[src/rtl/instruction_fetch.sv]
// instruction_fetch: RV32I fetch stage and IF/ID register; clk/rst, stall/redirect(+redirect_pc) control in, imem_addr/imem_rdata to sync imem, if_id_valid/pc/pc4/inst to decode
module instruction_fetch #(
  parameter logic [31:0] RESET_PC = 32'h0000_0000,
  parameter int          IMEM_AW  = 14,
  parameter logic [31:0] NOP_INST = 32'h0000_0013
) (
  input  logic               clk,
  input  logic               rst,
  input  logic               stall,
  input  logic               redirect,
  input  logic [31:0]        redirect_pc,
  output logic [IMEM_AW-1:0] imem_addr,
  input  logic [31:0]        imem_rdata,
  output logic               if_id_valid,
  output logic [31:0]        if_id_pc,
  output logic [31:0]        if_id_pc4,
  output logic [31:0]        if_id_inst
);
  logic [31:0] pc_f;
  logic [31:0] hold_inst;
  logic        held;
  always_ff @(posedge clk) begin
    if (rst) begin
      pc_f        <= RESET_PC;
      if_id_valid <= 1'b0;
      if_id_pc    <= 32'h0;
      held        <= 1'b0;
      hold_inst   <= 32'h0;
    end else if (redirect) begin
      pc_f        <= {redirect_pc[31:2], 2'b00};
      if_id_valid <= 1'b0;
      held        <= 1'b0;
    end else if (stall) begin
      if (!held) begin
        hold_inst <= imem_rdata;
        held      <= 1'b1;
      end
    end else begin
      if_id_pc    <= pc_f;
      if_id_valid <= 1'b1;
      pc_f        <= pc_f + 32'd4;
      held        <= 1'b0;
    end
  end
  always_comb begin
    imem_addr  = pc_f[IMEM_AW+1:2];
    if_id_pc4  = if_id_pc + 32'd4;
    if_id_inst = !if_id_valid ? NOP_INST : held ? hold_inst : imem_rdata;
  end
endmodule
[config.mk]
export PLATFORM = sky130hd
export DESIGN_NAME = instruction_fetch
export DESIGN_NICKNAME = d
export VERILOG_FILES = /design/src/rtl/instruction_fetch.sv
export SDC_FILE = /design/constraint.sdc
export NUM_CORES = 1
export LEC_CHECK = 0
export ABC_AREA = 1
export BUFFER_PORTS_ARGS = -buffer_cell sky130_fd_sc_hd__buf_4
export CAP_MARGIN = 0
export CORE_MARGIN = 8
export CORE_UTILIZATION = 45
export CTS_CLUSTER_DIAMETER = 120
export CTS_CLUSTER_SIZE = 14
export DETAILED_ROUTE_END_ITERATION = 6
export PLACE_DENSITY = 0.74
export SLEW_MARGIN = 20
export SYNTH_ARGS = -nofsm -noshare
export SYNTH_HDL_FRONTEND = slang
export SYNTH_SLANG_ARGS = --single-unit
[constraint.sdc]
create_clock -name clk -period 2 [get_ports clk]
set_input_delay 0.3 -clock clk [delete_from_list [all_inputs] [get_ports clk]]
set_output_delay 0.3 -clock clk [all_outputs]
set_load 0.01 [all_outputs]
==> metrics.cfg <==
[critical_path]
cp-startpoint=if_id_pc[5]
crit_type=flip-flop to output port
cp_top_family=simple AND/OR/NAND/NOR gates
reg2reg_slack_ps=230
worst_r2r_path_depth=10
required_ps=1700
path_depth=7
path_cells=nand2_4, nor3_4, nand2_2, buf_6, buf_6, xor2_1, buf_4
slowest_stage=dfxtp_4
path_buf_inv=3
reg2reg_from=pc_f[2]
endpoint=if_id_pc4[12]
cp_max_fo=6
reg2reg_to=pc_f[24]
start_kind=flip-flop
worst_setup_path_end_kind=output port
crit_top_cell=buf_6
slowest_delay_ps=380
cp.arrival_ps=1960

[timing]
finalHoldViolations=0
fmax_mhz=442
holdWs_ps=231
slew_violations=0
grt_setup_unrepaired=yes
period_minus_slack_ps=2260
postLayoutSetupSlackWorst_ps=-260
setup-tns-final_ps=-1880
skew_ps=9.21
setup_viol=17
period_share_pct=113

[clocking]
ctsHoldBuffers=0
tritoncts=yes
cts.clk_slew.worst_paths_ps=60
cts_max_path_buffers=2
cts_htree_levels=3
cts_buffers=9
clk_latency_ps=350
cts_sinks=94
clockRootBuffer=clkbuf_16

[grt]
gr-usage-all-layers_pct=22.2
grt_first_pass_wirelength_mm=29.0
grt_overflow=0
grt_pass1_vias=5691
grt_start_max_net_pins=75
antenna_found_initial=0

[detailed_routing]
drt_iter0_drc=501
remaining_drc_errors=0
firstDrtPassIters=5
antenna_left=0
via_per_inst=5.33
wl_mm=19.5
wire_per_inst_um=16.8
routed-via-count=6201

[synth]
synth-async-reset-ratio_pct=0
ys_seq_area_share_pct=34.1
syn-cell-area_um2=5520
syn_inst=818
avgSynthCellArea_um2=6.75
synth_warnings=0
synth_edf_count=0
synthFlopType=dfxtp_1
synth_cell_types=35
synth_seq_cells=94

[floorplan]
core_area_um2=12000
die-height_um=127
dieWidth_um=127
placementRows=40
initial_core_util_pct=45.9
ios=179
dieArea_um2=16100

[layout]
n_fill_cell=1037
nets=1083
final_util_pct=66.4
drive_above_1_share_pct=33.5
synthToLayoutAreaGrowth_pct=44.4
num_antenna_cells=0

[power_and_ir_drop]
power_density_nw_per_um2=615
ir_drop_v=0.000526
total_leakage_power_uw=0.00363
design_power_total_uw=4900

[run]
drv_cap=0

[status]
outcome=complete, but fails checks
violations=negative setup slack

[placement]
hpwlAfterDp_mm=13.4
io_buffers=172
routabilityCongestion=0.905

[worst_hold_path]
hold_class=primary input to flip-flop

## power breakdown
| group | leakage (uW) | switching (uW) | internal (uW) | total (uW) |
|---|---|---|---|---|
| Clock | 0.000159 | 735 | 1130 | 1860 |
| Combinational | 0.00268 | 490 | 436 | 926 |
| Sequential | 0.000788 | 124 | 1990 | 2110 |
| Total | 0.00363 | 1350 | 3550 | 4900 |
## kinds of logic (layout without fill, tap and decap cells)
kind of cell / Yosys count / count (layout) / share of synthesized area (%)
multiplexers: 32 / 32 / 5.80
XOR/XNOR: 29 / 29 / 4.60
flip-flops: 94 / 94 / 34.1
buffers and inverters: 149 / 345 / 11.7
AO/OA/AOI/OAI: 162 / 162 / 15.4
other: 1 / 4 / 0.0679
AND/OR/NAND/NOR: 349 / 349 / 27.9
adder cells (fa/ha/maj): 2 / 2 / 0.453
## synthesized netlist by cell type, types with 3 or more instances
library cell    n  area share (%)
o21ai_0        79             7.2
nand2_2         3            0.34
nor4_1          4            0.45
a211oi_1        7            0.95
nor2_1        102             6.9
a21oi_1        67             6.1
nor3_1         17             1.5
nand2_1       138             9.4
mux2i_1        32             5.8
xnor2_1         6            0.95
dfxtp_1        94              34
nand4_1        16             1.8
inv_1          90             6.1
buf_4          19             2.6
buf_2          10            0.91
xor2_1         23             3.6
o211ai_1        4            0.54
nor2_4          3            0.61
clkbuf_1       25             1.7
nand3_1        54             4.9
nor2_2          5            0.57
## cells in the final DEF (no fill, tap or decap), drive strengths merged, types with 2 or more instances in the layout
cell,count
a211oi,7
a21oi,67
a22o,2
buf,236
bufinv,2
clkbuf,10
clkinv,4
clkinvlp,2
conb,4
dfxtp,94
ha,2
inv,91
mux2i,32
nand2,141
nand3,54
nand3b,2
nand4,16
nor2,110
nor3,20
nor4,4
o211ai,4
o21ai,79
xnor2,6
xor2,23
## routing by layer
| layer | part of all wire (%) | track usage (%) |
|---|---|---|
| met1 | 40 | 27.1 |
| met2 | 46 | 35.7 |
| met3 | 10 | 7.88 |
| met4 | 3.6 | 6.93 |
| met5 | 0 | 0 |
## layout make-up
cell class | count | area [um^2] | share of cell area, %
multi-input combinational | 578 | 3310 | 41.6
inverter | 93 | 353 | 4.43
timing repair buffer | 236 | 1850 | 23.2
sequential | 94 | 1950 | 24.4
clock buffer | 10 | 239 | 3.00
clock inverter | 5 | 82.6 | 1.04
tap | 147 | 184 | 2.31
timing repair inverter | 1 | 7.51 | 0.0942
## worst min-delay path by stage
stage | cells after the start | startpoint | end
3_3_place_gp | 2 | if_id_pc[4] | if_id_pc[4]
3_5_place_dp | 2 | if_id_pc[4] | if_id_pc[4]
4_1_cts | 3 | redirect_pc[11] | pc_f[11]
2_1_floorplan | 1 | rst | held
6_report | 2 | stall | if_id_valid
5_1_grt | 3 | redirect_pc[11] | pc_f[11]
## repair_timing
item                       4_1_cts  5_1_grt
setup endpoints to repair       48       49
buffers inserted                16       21
gates resized for setup         59       61
gates cloned                     1        0
pin swaps                       16       29
## sequential cells by signal (all words and copies together), names as in the netlist
| signal | count |
|---|---|
| pc_f | 30 |
| hold_inst | 32 |
| if_id_pc | 30 |
| held | 1 |
| if_id_valid | 1 |
## metrics by stage
stage,worst slack [ps],cells,instance area [um^2]
detailed placement,95.9,1113,6970
global route,-338,1164,7970
CTS,-159,1145,7610
global placement,154,1113,6970
finish,-260,1164,7970
floorplan,192,821,5530
Power figures use the tool's default switching activity.
